===== src/rtl/ahb_rr_arbiter.sv =====
// ahb_rr_arbiter: round-robin AHB bus arbiter for NUM_MASTERS masters.
//
// Grants move only at legal transfer boundaries. A 4-bit beat counter tracks the
// remaining beats of defined-length bursts, and a flag tracks undefined-length INCR
// bursts. Locked masters keep the bus until they drop hlock. hmaster selects the
// address mux. hmaster_data lags it by one accepted transfer and selects the
// write-data mux.
//
// Optional feature (macro AHB_ARB_TIMEOUT_EN): a tenure counter forces
// re-arbitration after MAX_TENURE hready-high cycles when another master is waiting.
// This preempts undefined-length INCR bursts.
//
// Ports:
//   hclk, hresetn  clock, asynchronous active-low reset
//   req, hlock     per-master bus request and lock request
//   hready         muxed slave hreadyout; all state advances only when it is high
//   htrans, hburst address-phase transfer type and burst type
//   hgrant         one-hot grant
//   hmaster        address-phase owner index
//   hmaster_data   data-phase owner index
//   hmastlock      a locked sequence is in progress
module ahb_rr_arbiter #(
  parameter int unsigned NUM_MASTERS    = 4,
  parameter int unsigned DEFAULT_MASTER = 0,
  parameter int unsigned MAX_TENURE     = 16,
  localparam int unsigned MW            = $clog2(NUM_MASTERS)
) (
  input  logic                   hclk,
  input  logic                   hresetn,
  input  logic [NUM_MASTERS-1:0] req,
  input  logic [NUM_MASTERS-1:0] hlock,
  input  logic                   hready,
  input  logic [1:0]             htrans,
  input  logic [2:0]             hburst,
  output logic [NUM_MASTERS-1:0] hgrant,
  output logic [MW-1:0]          hmaster,
  output logic [MW-1:0]          hmaster_data,
  output logic                   hmastlock
);

  localparam logic [1:0] HtIdle   = 2'b00;
  localparam logic [1:0] HtBusy   = 2'b01;
  localparam logic [1:0] HtNonseq = 2'b10;

  if (NUM_MASTERS < 2 || NUM_MASTERS > 16 || DEFAULT_MASTER >= NUM_MASTERS ||
      MAX_TENURE < 2) begin : gen_bad_param
    $error("ahb_rr_arbiter: illegal parameter combination");
  end

  logic [MW-1:0] hmaster_q, hmaster_d;
  logic [MW-1:0] hmaster_data_q;
  logic          hmastlock_q, hmastlock_d;
  logic [3:0]    rem_q, rem_d;
  logic          undef_q, undef_d;

  logic          lock_hold;
  logic          arb_ok;
  logic          force_arb;
  logic          arb;
  logic [MW-1:0] winner;

  assign lock_hold = hlock[hmaster_q];

  // Beat tracking: remaining beats after the transfer accepted at this edge.
  always_comb begin
    rem_d   = rem_q;
    undef_d = undef_q;
    unique case (htrans)
      HtIdle: begin
        rem_d   = 4'd0;
        undef_d = 1'b0;
      end
      HtBusy: begin
        rem_d   = rem_q;
      end
      HtNonseq: begin
        undef_d = 1'b0;
        case (hburst)
          3'b000:         rem_d = 4'd0;
          3'b001: begin
            rem_d   = 4'd0;
            undef_d = 1'b1;
          end
          3'b010, 3'b011: rem_d = 4'd3;
          3'b100, 3'b101: rem_d = 4'd7;
          default:        rem_d = 4'd15;
        endcase
      end
      default: begin
        rem_d = (rem_q == 4'd0) ? 4'd0 : rem_q - 4'd1;
      end
    endcase
    // An INCR burst ends as soon as its owner stops requesting.
    if (!req[hmaster_q]) begin
      undef_d = 1'b0;
    end
  end

  assign arb_ok = hready & (rem_d == 4'd0) & ~undef_d & ~lock_hold & (htrans != HtBusy);

  // Round-robin scan starting just after the current owner. The current owner is
  // visited last, so it keeps the bus only when nobody else is requesting.
  always_comb begin
    int unsigned   idx;
    logic [MW-1:0] cand;
    logic          found;
    winner = MW'(DEFAULT_MASTER);
    found  = 1'b0;
    idx    = 0;
    cand   = '0;
    for (int unsigned i = 1; i <= NUM_MASTERS; i++) begin
      idx = 32'(hmaster_q) + i;
      if (idx >= NUM_MASTERS) begin
        idx = idx - NUM_MASTERS;
      end
      cand = MW'(idx);
      if (!found && req[cand]) begin
        found  = 1'b1;
        winner = cand;
      end
    end
  end

`ifdef AHB_ARB_TIMEOUT_EN
  localparam int unsigned TW = $clog2(MAX_TENURE) + 1;
  localparam logic [TW-1:0] TenureLast = TW'(MAX_TENURE - 1);

  logic [TW-1:0]          tenure_q, tenure_d;
  logic [NUM_MASTERS-1:0] other_req;

  always_comb begin
    other_req = req & ~hgrant;
    force_arb = hready & (tenure_q == TenureLast) & (|other_req) & ~lock_hold &
                (rem_d == 4'd0);
  end

  always_comb begin
    tenure_d = tenure_q;
    if (arb && (winner != hmaster_q)) begin
      tenure_d = '0;
    end else if (tenure_q != TenureLast) begin
      tenure_d = tenure_q + 1'b1;
    end
  end

  always_ff @(posedge hclk or negedge hresetn) begin
    if (!hresetn) begin
      tenure_q <= '0;
    end else if (hready) begin
      tenure_q <= tenure_d;
    end
  end
`else
  assign force_arb = 1'b0;
`endif

  assign arb = arb_ok | force_arb;

  always_comb begin
    hmaster_d   = hmaster_q;
    hmastlock_d = hmastlock_q;
    if (arb) begin
      hmaster_d   = winner;
      hmastlock_d = hlock[winner];
    end
  end

  always_ff @(posedge hclk or negedge hresetn) begin
    if (!hresetn) begin
      hmaster_q      <= MW'(DEFAULT_MASTER);
      hmaster_data_q <= MW'(DEFAULT_MASTER);
      hmastlock_q    <= 1'b0;
      rem_q          <= 4'd0;
      undef_q        <= 1'b0;
    end else if (hready) begin
      hmaster_q      <= hmaster_d;
      hmaster_data_q <= hmaster_q;
      hmastlock_q    <= hmastlock_d;
      rem_q          <= rem_d;
      undef_q        <= undef_d;
    end
  end

  // Grant is decoded from the owner index, so it is one-hot by construction.
  always_comb begin
    hgrant = '0;
    for (int unsigned i = 0; i < NUM_MASTERS; i++) begin
      hgrant[i] = (hmaster_q == MW'(i));
    end
  end

  assign hmaster      = hmaster_q;
  assign hmaster_data = hmaster_data_q;
  assign hmastlock    = hmastlock_q;

endmodule


===== config.mk =====
export PLATFORM = sky130hd
export DESIGN_NAME = ahb_rr_arbiter
export DESIGN_NICKNAME = d
export VERILOG_FILES = /design/src/rtl/ahb_rr_arbiter.sv
export SDC_FILE = /design/constraint.sdc
export NUM_CORES = 1
export LEC_CHECK = 0
export BUFFER_PORTS_ARGS = -buffer_cell sky130_fd_sc_hd__buf_2
export CORE_MARGIN = 5
export CORE_UTILIZATION = 52
export CTS_CLUSTER_DIAMETER = 200
export DETAILED_ROUTE_END_ITERATION = 16
export GPL_TIMING_DRIVEN = 0
export PLACE_DENSITY = 0.79
export SLEW_MARGIN = 20
export SYNTH_ARGS = -nofsm -noshare
export SYNTH_HDL_FRONTEND = slang
export SYNTH_SLANG_ARGS = --single-unit
export TNS_END_PERCENT = 50

===== constraint.sdc =====
create_clock -name hclk -period 3.2 [get_ports hclk]
set_clock_uncertainty 0.2 [all_clocks]
set_input_delay 0.64 -clock hclk [delete_from_list [all_inputs] [get_ports hclk]]
set_output_delay 0.64 -clock hclk [all_outputs]
set_load 0.02 [all_outputs]

==> results of run 1 <==
==> final cells by class <==
| cell class | instances | area (µm²) | area share |
|---|---|---|---|
| Multi-Input combinational cell | 88 | 649 | 0.563 |
| Sequential cell | 10 | 250 | 0.217 |
| Timing Repair Buffer | 22 | 110 | 0.0954 |
| Buffer | 8 | 53.8 | 0.0466 |
| Clock buffer | 4 | 36.3 | 0.0315 |
| Tap cell | 25 | 31.3 | 0.0271 |
| Inverter | 6 | 22.5 | 0.0195 |
==> worst max-delay path, stage by stage, from the launching register on <==
cell,delay [ns]
dfrtp_1,0.44
buf_4,0.21
buf_6,0.15
inv_1,0.09
ha_1,0.35
or2_2,0.30
o221ai_1,0.22
a32o_2,0.25
mux2i_1,0.22
nand3b_1,0.12
o211a_1,0.15
==> report_power, final <==
group          switching, mW  internal, mW
sequential            0.0371         0.165
clock                 0.0392        0.0689
combinational          0.356         0.279
==> flip-flops by register name, indices dropped and copies added (netlist names) <==
name	flops
hmaster	2
hmaster_data	2
hmastlock	1
rem_q	4
undef_q	1
==> through the flow <==
stage	util	area, µm²	std cells
floorplan	-	976	112
global placement	0.633	1120	159
detailed placement	0.633	1120	159
CTS	0.654	1150	163
global route	0.654	1150	163
finish	0.654	1150	163
==> synth_stat cells (2+ instances only) <==
cell type | number | area, µm²
dfrtp_1 | 10 | 250
o21ai_0 | 9 | 45.0
nand2_1 | 8 | 30.0
nor2_1 | 8 | 30.0
inv_1 | 6 | 22.5
mux2i_1 | 6 | 60.1
nor3_1 | 5 | 25.0
a21oi_1 | 4 | 20.0
buf_2 | 4 | 20.0
ha_1 | 4 | 50.1
mux2_2 | 4 | 45.0
a221oi_1 | 2 | 17.5
buf_6 | 2 | 22.5
nand3_1 | 2 | 10.0
nor2b_1 | 2 | 12.5
nor4_1 | 2 | 12.5
o211a_1 | 2 | 20.0
or2_2 | 2 | 12.5
==> cells by family (layout without fill, tap and decap cells) <==
family | Yosys count | count (layout)
simple gates | 40 | 40
compound gates | 33 | 33
buf+inv | 14 | 40
mux | 11 | 11
flops | 10 | 10
fa+ha+maj | 4 | 4
==> worst max-delay path by stage <==
stage	startpoint	cells past startpoint	to	slack, ns
3_5_place_dp	hmaster[1]	10	hmastlock	0.42
4_1_cts	hmaster[1]	10	hmastlock	0.39
3_3_place_gp	hmaster[1]	10	hmastlock	0.56
2_1_floorplan	hmaster[1]	10	hmastlock	0.60
5_1_grt	hmaster[1]	10	hmastlock	0.18
6_report	hmaster[1]	10	hmastlock	0.39
==> placed cells by master (no fill, tap or decap), drive strengths merged, types with 2 or more instances in the layout <==
| master | instances |
|---|---|
| mux2 | 4 |
| or2 | 2 |
| nand3 | 2 |
| o211a | 2 |
| inv | 6 |
| nor2 | 8 |
| a221oi | 2 |
| clkbuf | 5 |
| mux2i | 6 |
| dfrtp | 10 |
| ha | 4 |
| a21oi | 4 |
| a32o | 2 |
| o311ai | 2 |
| o21ai | 10 |
| nor3 | 5 |
| nor4 | 3 |
| nor2b | 2 |
| nand2 | 8 |
| buf | 29 |
==> per-layer routing <==
metal | share of wire | routed length (µm) | up-vias
met1 | 0.48 | 1120 | 431
met5 | 0 | 0 | -
met2 | 0.45 | 1060 | 38
met4 | 0.020 | 48 | 0
met3 | 0.050 | 117 | 6
li1 | - | - | 484
==> flow_summary.ini, run 1 <==
[run_status]
status = completed

[synth]
async_flop_share = 1.00
ys_ff_latch = 10
yosysWarningCount = 0
synth_fp_nets = 132
netlist-cell-type-count = 48
synth_top_family_by_area = compound AO/OA/AOI/OAI gates
avgSynthCellArea_um2 = 8.71
synth_xor_area_frac = 0
yosys_most_used_dff = dfrtp_1
synth.yosys.seq_area_share = 0.256
synth_compound_area_frac = 0.242
synth-edff-count = 0
synth.area.mux_share = 0.131
synth_adder_area_share = 0.0513
netlist_area_um2 = 976
yosys.area_share.simple = 0.241
syn_inst = 112

[pwr]
total_power_uw = 945
leakagePower_nw = 0.543
ir_drop_mv = 0.658
powerDensity_nw_per_um2 = 819

[clock_tree]
cts_root_buffer = clkbuf_4
insertion_delay_ns = 0.26
cts_tree = done
path_clk_slew_ns = 0.06
cts_hold_buffers = 0
cts_resized = 0
cts_inserted_buffers = 3
htreeDepth = 1
clock_path_buffers = 2
postCtsSetupRepairBufs = 0
cts.sinks = 10

[grt]
grt_max_degree = 11
antenna_found_initial = 0
gr-usage-met1 = 0.253
grt_first_pass_wirelength_um = 4030
top_usage_layer = met2
grt_util_met2 = 0.292
grt-ovfl-total = 0
grt_use_total = 0.191
met3_usage = 0.0338
grt_pass1_vias = 921

[floorplanning]
dieWidth_um = 53.3
io_pins = 25
die_y_um = 53.3
core-area_um2 = 1760
initial_core_util = 0.553
dieArea_um2 = 2840
num_rows = 15

[cells_and_area]
final_nets = 159
antennaDiodeCount = 0
synthToLayoutAreaGrowth_pct = 18.2
layout-drive-gt1-share = 0.319
n_fill_cell = 161

[setup_path]
crit_type = reg2reg
r2r-start = hmaster[1]
r2r_cells = 10
endpoint_kind = flop
critPathMaxFanout = 10
cp-start-kind = flop
rr_endpoint = hmastlock
reg2reg_setup_slack_ns = 0.39
arrival_ns = 2.75
required_ns = 3.15

[sta]
worst_pin_slew_ns = 0.604
max-slew-margin-rel = 0.592
holdWs_ns = 0.0256
fmax_mhz = 357
fin_crit_ns = 2.81
fin_crit_sh = 0.877
setup_tns_ns = 0
rsz0062_at_grt = no
final-hold-violation-count = 0
setup_ws_ns = 0.395
finalSetupViolations = 0
maxSlewViolCount = 0

[routing]
first_iter_violations = 24
avgViaCountPerCell = 5.88
wl_per_cell_um = 14.4
ant_nets = 0
firstDrtPassIters = 4
drt-total-wl_um = 2350
drc = 0
via_count = 959

[min_path]
hold_class = in2async

[flow_run]
cap_violations = 0

[place]
post-dp-hpwl_um = 1860
gp_congestion = 0.906
io_buffers = 22
preCtsSetupSlack_ns = 0.420
(Power assumes the default switching activity.)
==> run 2: changes to the inputs <==
--- a/config.mk
+++ b/config.mk
@@ -7,11 +7,12 @@
 export LEC_CHECK = 0
 export BUFFER_PORTS_ARGS = -buffer_cell sky130_fd_sc_hd__buf_2
 export CORE_MARGIN = 5
-export CORE_UTILIZATION = 52
+export CORE_UTILIZATION = 45
 export CTS_CLUSTER_DIAMETER = 200
 export DETAILED_ROUTE_END_ITERATION = 16
 export GPL_TIMING_DRIVEN = 0
-export PLACE_DENSITY = 0.79
+export PLACE_DENSITY = 0.7
+export RECOVER_POWER = 25
 export SLEW_MARGIN = 20
 export SYNTH_ARGS = -nofsm -noshare
 export SYNTH_HDL_FRONTEND = slang
==> run 2 against run 1 <==
Effect of this change: worst setup slack better by 0.054 ns; routed wire length down 2.9%; non-clock buffer count unchanged; first-iteration DRC count up 17%; register-to-register slack better by 0.05 ns; critical path type unchanged; sequential cell count unchanged; sequential share of layout area about the same; die area up 13%.
==> flow_summary.ini, run 2 (same netlist as run 1, synthesis figures left out) <==
[run_status]
status = completed

[setup_path]
critPathMaxFanout = 10
arrival_ns = 2.70
required_ns = 3.15
endpoint_kind = flop
crit_type = reg2reg
cp_cell_sequence = buf_4 -> buf_6 -> inv_1 -> ha_1 -> or2_2 -> o221ai_1 -> a32o_2 -> mux2i_1 -> nand3_1 -> o211a_1
crit_buf_inv = 3
cpMaxStageDelayCell = dfrtp_1
path_delay_family = compound AO/OA/AOI/OAI gates
cp-start-kind = flop
cp_slowest_stage_delay_ns = 0.43

[clock_tree]
cts_tree = done
cts_hold_buffers = 0
cts_inserted_buffers = 3
htreeDepth = 1
insertion_delay_ns = 0.26
path_clk_slew_ns = 0.07
cts_root_buffer = clkbuf_4
clock_path_buffers = 2
cts.sinks = 10
postCtsSetupRepairBufs = 0
cts_resized = 0

[grt]
grt-ovfl-total = 0
grt_first_pass_wirelength_um = 4090
grt_pass1_vias = 911
grt_use_total = 0.154
antenna_found_initial = 0
grt_max_degree = 11

[cells_and_area]
n_fill_cell = 189
final_cell_mix = buf_2, dfrtp_1, o21ai_0
layout-drive-gt1-share = 0.312
seqCellArea_um2 = 250
synthToLayoutAreaGrowth_pct = 18.3
final_common_cell = buf_2
multi_input_area_um2 = 649
largest_reg_flops = 4
final_nets = 159
antennaDiodeCount = 0
largest_register = rem_q

[pwr]
ir_drop_mv = 0.584
total_power_uw = 938
powerDensity_nw_per_um2 = 812
leakagePower_nw = 0.540

[sta]
final-hold-violation-count = 0
finalSetupViolations = 0
fmax_mhz = 363
worst_pin_slew_ns = 0.602
rsz0062_at_grt = no
setup_ws_ns = 0.449
fin_crit_ns = 2.75
maxSlewViolCount = 0
setup_tns_ns = 0
max-slew-margin-rel = 0.594
fin_crit_sh = 0.860

[routing]
avgViaCountPerCell = 5.82
drt-total-wl_um = 2280
wl_per_cell_um = 13.8
via_count = 960
ant_nets = 0
firstDrtPassIters = 4
drc = 0
first_iter_violations = 28

[place]
gp_congestion = 0.836
io_buffers = 22
preCtsSetupSlack_ns = 0.466
post-dp-hpwl_um = 1790

[floorplanning]
num_rows = 16
io_pins = 25
core-area_um2 = 2020
die_y_um = 56.6
dieArea_um2 = 3200
initial_core_util = 0.483
dieWidth_um = 56.6

[flow_run]
cap_violations = 0

[min_path]
hold_class = in2async
[run 2: changes by cell type in the layout (fill, tap and decap cells not counted)]
cell	before	now
buf_2	26	25
clkbuf_1	1	2
[run 2: final timing paths]
path / start / end / slack [ns] / depth (start not counted)
max: hmaster[1] / hmastlock / 0.45 / 10
max in group asynchronous: hresetn / rem_q[2] / 2.33 / 1
min: hresetn / hmaster_data[1] / 0.12 / 1
min reg2reg: hmaster_data[1] / hmaster_data[1] / 0.30 / 1
min in group hclk: hmaster_data[1] / hmaster_data[1] / 0.30 / 1
max reg2reg: hmaster[1] / hmastlock / 0.45 / 10
[run 2: final cells by class]
cell class,count,share of cell area
well taps,27,0.0293
flip-flops and latches,10,0.217
clock buffers,4,0.0314
plain buffers,8,0.0466
multi-input cells,88,0.562
inverters,6,0.0195
repair buffers,22,0.0943
[run 2: stage by stage]
stage,std cells,hold slack [ns],area (µm²),utilization
2_1_floorplan,112,0.144,976,-
3_3_place_gp,161,0.288,1120,0.554
3_5_place_dp,161,0.293,1120,0.554
4_1_cts,165,0.0242,1160,0.572
5_1_grt,165,0.158,1150,0.571
6_report,165,0.121,1150,0.571
[run 2: where the power goes]
group / switching, mW / internal (mW) / leakage (nW)
logic: 0.350 / 0.277 / 0.397
clock network: 0.0414 / 0.0690 / 0.0210
registers: 0.0360 / 0.165 / 0.122
total: 0.427 / 0.511 / 0.540
[run 2: per-layer routing]
metal  track usage  vias up  part of all wire
li1              -      481                 -
met1         0.235      442              0.49
met2         0.221       37              0.45
met3        0.0229        0             0.061
met4        0.0407        0                 0
met5             0        -                 0
